===== src/rtl/branch_resolve_if.sv =====
// branch_resolve_if: execute-stage branch inputs and fetch/flush control outputs
interface branch_resolve_if;
  logic        stall;
  logic [3:0]  br_expect;
  logic [31:0] data_a;
  logic [31:0] data_b;
  logic [31:0] pc_exe;
  logic [31:0] imm;
  logic        redirect;
  logic [31:0] redirect_pc;
  logic        flush;
  logic        busy;
  logic [31:0] br_count;
  logic [31:0] taken_count;
  modport master (
    output stall, br_expect, data_a, data_b, pc_exe, imm,
    input  redirect, redirect_pc, flush, busy, br_count, taken_count
  );
  modport slave (
    input  stall, br_expect, data_a, data_b, pc_exe, imm,
    output redirect, redirect_pc, flush, busy, br_count, taken_count
  );
endinterface


===== src/rtl/branch_resolve_ctl.sv =====
// branch_resolve_ctl: resolves conditional branches at execute, redirects fetch and flushes shadow instrs; BRANCH_RESOLVE_STATS_EN enables counters
module branch_resolve_ctl #(
  parameter int unsigned FLUSH_CYCLES = 2
) (
  input logic clk,
  input logic rst_n,
  branch_resolve_if.slave bus
);
  typedef enum logic [1:0] {IDLE, REDIRECT, FLUSH} state_t;
  localparam logic [3:0] CNT_INIT = 4'(FLUSH_CYCLES - 1);
  state_t      state_q, state_d;
  logic [3:0]  cnt_q, cnt_d;
  logic [31:0] redirect_pc_q, redirect_pc_d;
  logic [31:0] sum;
  logic        is_br, cond, eval, take;
  // branch decode, compare and target; only IDLE with no stall evaluates
  always_comb begin
    sum   = bus.pc_exe + bus.imm;
    is_br = bus.br_expect >= 4'd1 && bus.br_expect <= 4'd6;
    case (bus.br_expect)
      4'd1:    cond = bus.data_a == bus.data_b;
      4'd2:    cond = bus.data_a != bus.data_b;
      4'd3:    cond = $signed(bus.data_a) <  $signed(bus.data_b);
      4'd4:    cond = $signed(bus.data_a) >= $signed(bus.data_b);
      4'd5:    cond = bus.data_a <  bus.data_b;
      4'd6:    cond = bus.data_a >= bus.data_b;
      default: cond = 1'b0;
    endcase
    eval = state_q == IDLE && !bus.stall && is_br;
    take = eval && cond;
  end
  // next state, flush countdown and captured target
  always_comb begin
    state_d       = state_q;
    cnt_d         = cnt_q;
    redirect_pc_d = redirect_pc_q;
    case (state_q)
      IDLE: begin
        state_d       = take ? REDIRECT : IDLE;
        redirect_pc_d = take ? {sum[31:1], 1'b0} : redirect_pc_q;
      end
      REDIRECT: begin
        state_d = FLUSH;
        cnt_d   = CNT_INIT;
      end
      FLUSH: begin
        state_d = (!bus.stall && cnt_q == 4'd0) ? IDLE : FLUSH;
        cnt_d   = (!bus.stall && cnt_q != 4'd0) ? cnt_q - 4'd1 : cnt_q;
      end
      default: state_d = IDLE;
    endcase
  end
  // state register
  always_ff @(posedge clk or negedge rst_n) begin
    if (!rst_n) begin
      state_q       <= IDLE;
      cnt_q         <= 4'd0;
      redirect_pc_q <= 32'd0;
    end else begin
      state_q       <= state_d;
      cnt_q         <= cnt_d;
      redirect_pc_q <= redirect_pc_d;
    end
  end
  // outputs decoded from state
  always_comb begin
    bus.redirect    = state_q == REDIRECT;
    bus.flush       = state_q != IDLE;
    bus.busy        = state_q != IDLE;
    bus.redirect_pc = redirect_pc_q;
  end
`ifdef BRANCH_RESOLVE_STATS_EN
  logic [31:0] br_count_q, br_count_d, taken_count_q, taken_count_d;
  // saturating counts of evaluated and taken branches
  always_comb begin
    br_count_d    = (eval && br_count_q != '1) ? br_count_q + 32'd1 : br_count_q;
    taken_count_d = (take && taken_count_q != '1) ? taken_count_q + 32'd1 : taken_count_q;
  end
  // statistics registers
  always_ff @(posedge clk or negedge rst_n) begin
    if (!rst_n) begin
      br_count_q    <= 32'd0;
      taken_count_q <= 32'd0;
    end else begin
      br_count_q    <= br_count_d;
      taken_count_q <= taken_count_d;
    end
  end
  assign bus.br_count    = br_count_q;
  assign bus.taken_count = taken_count_q;
`else
  assign bus.br_count    = 32'd0;
  assign bus.taken_count = 32'd0;
`endif
endmodule


===== src/flat_wrapper.sv =====
// flat-port wrapper written by rule: the top's interface ports become plain ports
module branch_resolve_ctl_flat 
#(
  parameter int unsigned FLUSH_CYCLES = 2
)
  (clk, rst_n, bus_stall, bus_br_expect, bus_data_a, bus_data_b, bus_pc_exe, bus_imm, bus_redirect, bus_redirect_pc, bus_flush, bus_busy, bus_br_count, bus_taken_count);
  branch_resolve_if bus_i ();
  input logic clk;
  input logic rst_n;
  input wire logic [$bits(bus_i.stall)-1:0] bus_stall;
  input wire logic [$bits(bus_i.br_expect)-1:0] bus_br_expect;
  input wire logic [$bits(bus_i.data_a)-1:0] bus_data_a;
  input wire logic [$bits(bus_i.data_b)-1:0] bus_data_b;
  input wire logic [$bits(bus_i.pc_exe)-1:0] bus_pc_exe;
  input wire logic [$bits(bus_i.imm)-1:0] bus_imm;
  output wire logic [$bits(bus_i.redirect)-1:0] bus_redirect;
  output wire logic [$bits(bus_i.redirect_pc)-1:0] bus_redirect_pc;
  output wire logic [$bits(bus_i.flush)-1:0] bus_flush;
  output wire logic [$bits(bus_i.busy)-1:0] bus_busy;
  output wire logic [$bits(bus_i.br_count)-1:0] bus_br_count;
  output wire logic [$bits(bus_i.taken_count)-1:0] bus_taken_count;
  assign bus_i.stall = bus_stall;
  assign bus_i.br_expect = bus_br_expect;
  assign bus_i.data_a = bus_data_a;
  assign bus_i.data_b = bus_data_b;
  assign bus_i.pc_exe = bus_pc_exe;
  assign bus_i.imm = bus_imm;
  assign bus_redirect = bus_i.redirect;
  assign bus_redirect_pc = bus_i.redirect_pc;
  assign bus_flush = bus_i.flush;
  assign bus_busy = bus_i.busy;
  assign bus_br_count = bus_i.br_count;
  assign bus_taken_count = bus_i.taken_count;
  branch_resolve_ctl #(.FLUSH_CYCLES(FLUSH_CYCLES)) u_core (.clk(clk), .rst_n(rst_n), .bus(bus_i));
endmodule

===== config.mk =====
export PLATFORM = sky130hd
export DESIGN_NAME = branch_resolve_ctl_flat
export DESIGN_NICKNAME = d
export VERILOG_FILES = /design/src/rtl/branch_resolve_if.sv /design/src/rtl/branch_resolve_ctl.sv /design/src/flat_wrapper.sv
export SDC_FILE = /design/constraint.sdc
export NUM_CORES = 1
export LEC_CHECK = 0
export BUFFER_PORTS_ARGS = -buffer_cell sky130_fd_sc_hd__buf_4
export CAP_MARGIN = 20
export CORE_AREA = 3 3 103 105
export CTS_BUF_LIST = sky130_fd_sc_hd__clkbuf_4 sky130_fd_sc_hd__clkbuf_8 sky130_fd_sc_hd__clkbuf_16
export CTS_CLUSTER_DIAMETER = 60
export DETAILED_ROUTE_END_ITERATION = 8
export DIE_AREA = 0 0 106 108
export PLACE_DENSITY_LB_ADDON = 0.12
export SKIP_CTS_REPAIR_TIMING = 1
export SLEW_MARGIN = 20
export SYNTH_ARGS = -nofsm -noshare
export SYNTH_HDL_FRONTEND = slang
export SYNTH_SLANG_ARGS = --single-unit

===== constraint.sdc =====
create_clock -name clk -period 3.97 [get_ports clk]
set_input_delay 0.397 -clock clk [delete_from_list [all_inputs] [get_ports clk]]
set_output_delay 0.397 -clock clk [all_outputs]
set_load 0.01 [all_outputs]

==> Word-level counts from Yosys, hierarchy flattened <==
Index checks and enable logic that the tools add are counted.
{ "word_totals": {"ram_bits": 0, "memories": 0, "reg_bits": 37, "mem_bits_ro": 0, "latch_bits": 0, "input_bits": 135} }
{ "classes": {"n_shift": 0, "div_mod_pow": 0, "order_cmp": 6, "bitwise_logic": 0, "add_sub_neg": 2, "n_reduce_logical": 14, "eq_ne": 11, "muxes": 6, "multipliers": 0} }
{ "ops": {"columns": ["op", "count"], "rows": [
  ["greater-or-equal comparator 32 bit", 2],
  ["less-than comparator 32 bit", 2],
  ["adder 32 bit", 1],
  ["== test 32 bit", 1],
  ["inequality test 32 bit", 1],
  ["== test 4 x 3 -> 1 bit, second input constant", 3],
  ["== test 4 x 2 -> 1 bit, second input constant", 2],
  ["one-hot mux 4 bit (2 select lines)", 1],
  ["logical AND 1 bit", 6],
  ["one-hot mux 1 bit (6 select lines)", 1],
  ["one-hot mux 2 bit (3 select lines)", 1],
  ["== test 4 x 1 -> 1 bit, second input constant", 1],
  ["greater-or-equal comparator 4 x 1 -> 1 bit, second input constant", 1],
  ["<= comparator 4 x 3 -> 1 bit, second input constant", 1],
  ["logical NOT 4 bit", 1],
  ["two-way mux 4 bit", 1],
  ["AND reduction 2 bit", 2],
  ["nonzero test 2 bit", 2],
  ["nonzero test 4 bit", 1],
  ["subtractor 4 x 1 -> 4 bit, second input constant", 1],
  ["== test 2 x 1 -> 1 bit, second input constant", 1],
  ["== test 2 bit, second input constant", 1],
  ["logical NOT 2 bit", 1],
  ["two-way mux 2 bit", 1],
  ["other kinds (3)", 3]
]} }

==> Depth between registers and ports, before layout <==
{ "depth": {"ltp_word": 6, "depth_mapped": 13} }

==> Worst setup path before layout <==
No wires, ideal clock.
{ "synth_timing": {"path_kind": "input to register", "start": "input port bus_data_b[29]", "end": "register u_core.redirect_pc_q[14] (netlist: u_core.bus.redirect_pc[14])", "setup_ns": 0.125, "slack_ns": 0.810, "arrival_time_ns": 3.035, "n_path_buf": 2, "cell_stages": 12, "path_cell_list": "inv_1 ha_1 and4_1 nand3_1 or4_4 a32oi_4 a21oi_2 or4_1 a31oi_2 buf_6 buf_12 mux2_4"} }
{ "synth_via": {"elab_chain_len": 4} }
{ "synth_rtl": {"columns": ["element", "line_no", "rtl"], "rows": [
  ["start, declared", "flat_wrapper.sv:13", "input wire logic [$bits(bus_i.data_b)-1:0] bus_data_b;"],
  ["greater-or-equal comparator 32 bit, or another cell as far along", "branch_resolve_ctl.sv:26", "4'd6: cond = bus.data_a >= bus.data_b;"],
  ["one-hot mux 1 bit (6 select lines) *", "branch_resolve_ctl.sv:20", "case (bus.br_expect)"],
  ["logical AND 1 bit *", "branch_resolve_ctl.sv:30", "take = eval && cond;"],
  ["AND reduction 2 bit (no line) *", null, null],
  ["end signal, assigned", "branch_resolve_ctl.sv:62", "redirect_pc_q <= redirect_pc_d;"],
  ["end, declared", "branch_resolve_ctl.sv:13", "logic [31:0] redirect_pc_q, redirect_pc_d;"]
]} }
Mark *: on every way between the ends. The rest lies on a longest branch, timed or not.
A chain may end at the register's enable or synchronous reset.

==> Worst setup path after layout <==
{ "layout_timing": {"start": "input port bus_data_a[29]", "end": "register u_core.redirect_pc_q[2] (netlist: u_core.bus.redirect_pc[2])"} }
{ "layout_via": {"elab_chain_len": 4} }
{ "layout_rtl": {"columns": ["element", "line_no", "rtl"], "rows": [
  ["start, declared", "flat_wrapper.sv:12", "input wire logic [$bits(bus_i.data_a)-1:0] bus_data_a;"],
  ["greater-or-equal comparator 32 bit, or another cell as far along", "branch_resolve_ctl.sv:26", null],
  ["one-hot mux 1 bit (6 select lines) *", "branch_resolve_ctl.sv:20", null],
  ["logical AND 1 bit *", "branch_resolve_ctl.sv:30", null],
  ["AND reduction 2 bit (no line) *", null, null]
]} }
Marked as above.

==> results.ini <==
[drt]
vias_per_cell = 4.981
ant_nets = 0
wl_microns = 11380
drt_pass1_iterations = 4
wl_per_cell_microns = 13.68
drcViolationCount = 0
drt_iter0_drc = 112
num_vias = 4144

[sta]
hold_viol = 0
worst_slew_pin_slew_ps = 530.4
max_clock_freq_ghz = 0.3142
period_minus_slack_ps = 3182
finalSetupViolations = 0
rsz0062_at_grt = no
fin_crit_sh = 0.8016
drv_slew = 0
setup-tns-final_ps = 0
maxSlewHeadroom = 0.6440
clock_skew_ps = 9.708

[final_layout]
final_cells = 832
final_cell_mix = 168 x buf_4, 65 x conb_1, 64 x ha_1
area_growth_syn_to_layout_pct = 26.66
fillers = 895
drive_above_1_share = 0.3004
final_common_cell = buf_4
finish.net_count = 900
insertedDiodeCount = 0
post-route-util = 0.5908

[setup_path]
reg2reg_depth = 5
r2r_slack_ps = 2330
critical_path_class = primary input to flop
cp.arrival_ps = 3350
cp_max_fo = 38
cp.required_ps = 4140
cp-end-kind = flop
crit_path_start_kind = primary input

[floorplanning]
die_h_microns = 108
die_w_microns = 106
core_sq_um = 9729
die-area_sq_um = 11450
design.portCount = 234
rows = 36
initial_core_util = 0.4664

[synthesis]
syn-instance-count = 534
synth-main-ff-cell = dfrtp_1
ys_seq_elements = 37
async_flop_share = 1.000
synth-edff-count = 0
yosysWarningCount = 0
synth_cell_type_count = 57
synth_area_sq_um = 4538
seq_area_frac_synth = 0.2040
synth_area_per_cell_sq_um = 8.498

[clock_tree]
ctsHtreeMaxLevel = 2
cts_buffer_depth = 2
cts-buffers-inserted = 5
cts_tree = done
clk_latency_ps = 290
cts.sinks = 37
cts_root_buf = clkbuf_8
clk_pin_slew_worst_paths_ps = 70

[place]
hpwl_microns = 9562
gp_congestion = 0.8321
port_buffers = 168
dpl.cell_count = 826

[pwr]
power.leakage_nw = 3.009
powerDensity_nw_per_um2 = 356.3
vdd_drop_max_mv = 0.2081
total_power_w = 0.002048

[grt]
track_usage = 0.1866
grt_pass1_vias = 3923
antenna_found_initial = 0
gr-total-overflow = 0
grt_pass1_wl_microns = 17630
grt_max_degree = 39

[outcome]
status = completed

[worst_hold_path]
hold_class = primary input to async pin

[job]
max-cap-violations = 0

## metal layers
metal  GRT usage  routed length, microns  share of wire
met5           0                       0              0
met1      0.2228                    4640           0.41
met4     0.04070                     140          0.012
met3     0.04119                     895          0.079
met2      0.3438                    5707           0.50
## worst paths after layout
path / start / end
min in group clk: bus_stall / u_core.state_q[1]
max in group asynchronous: rst_n / u_core.state_q[1]
max reg2reg: u_core.state_q[0] / u_core.bus.redirect_pc[2]
min: rst_n / u_core.bus.redirect_pc[20]
min reg2reg: u_core.bus.redirect_pc[6] / u_core.bus.redirect_pc[6]
max: bus_data_a[29] / u_core.bus.redirect_pc[2]
## cells in the mapped netlist, drive strengths merged (2+ instances only)
library cell,n,area [sq um]
and2,4,25.02
nand2b,7,43.79
a31o,3,26.28
nor2,34,127.6
o211ai,2,15.01
a31oi,8,56.30
nor3,5,25.02
inv,52,195.2
nor4,6,37.54
o311ai,2,17.52
xor2,8,70.07
a311oi,3,26.28
or2,2,12.51
or4,3,26.27
nand4,7,43.79
a21boi,2,15.01
a21o,13,97.59
a21oi,43,219.0
clkbuf,4,15.01
buf,70,545.5
o32ai,2,17.52
nand2,26,97.59
ha,64,800.8
o21bai,4,30.03
o21ai,23,115.1
nand3,14,70.07
mux2,25,315.3
and4,2,17.52
a2bb2oi,2,17.52
nor2b,8,50.05
dfrtp,37,925.9
o21a,4,30.03
a211oi,6,45.04
o31ai,5,37.54
xnor2,18,157.7
## registers in the layout, summed over array words and instances, names as in the netlist
signal                  count
u_core.bus.redirect_pc     31
u_core.cnt_q                4
u_core.state_q              2
## power breakdown
part | internal [W] | total, W | switching, W
combinational | 0.000618 | 0.00112 | 0.000504
sequential | 0.000557 | 0.000672 | 0.000115
clock | 0.000116 | 0.000253 | 0.000138
total | 0.00129 | 0.00205 | 0.000757
## final cells by class
class / instances / area [sq um] / area share
well taps: 133 / 166.4 / 0.02895
flip-flops and latches: 37 / 925.9 / 0.1611
multi-input cells: 435 / 3105 / 0.5403
clock buffers: 5 / 68.82 / 0.01197
repair buffers: 169 / 1281 / 0.2229
inverters: 52 / 195.2 / 0.03396
clock inverters: 1 / 5.005 / 0.0008707
## worst max-delay path, stage by stage
cell and delay, ps:
buf_4 110, ha_1 270, and4_1 190, nand3_1 140, or4_4 550, a32oi_4 240
a21oi_2 60, or4_1 560, a31oi_4 180, buf_12 260, mux2_2 370
## cells by family (layout without fill, tap and decap cells)
family	count (synthesis)	in the layout	synth area share
AO/OA/AOI/OAI	130	130	0.1908
XOR/XNOR	26	26	0.05018
flip-flops	37	37	0.2040
AND/OR/NAND/NOR	123	123	0.1351
adder cells (fa/ha/maj)	65	65	0.1809
multiplexers	26	26	0.07168
other	1	65	0.0008263
buffers and inverters	126	227	0.1665
## through the flow
| step | hold slack (ps) | instance area, sq um | setup slack, ps |
|---|---|---|---|
| after floorplan | 101.4 | 4778 | 809.9 |
| after detailed placement | 408.6 | 5674 | 486.6 |
| after global routing | 95.13 | 5748 | 652.3 |
| after global placement | 400.2 | 5674 | 569.2 |
| after CTS | 82.30 | 5748 | 801.0 |
| final | 69.71 | 5748 | 787.8 |
(Power assumes the default switching activity.)
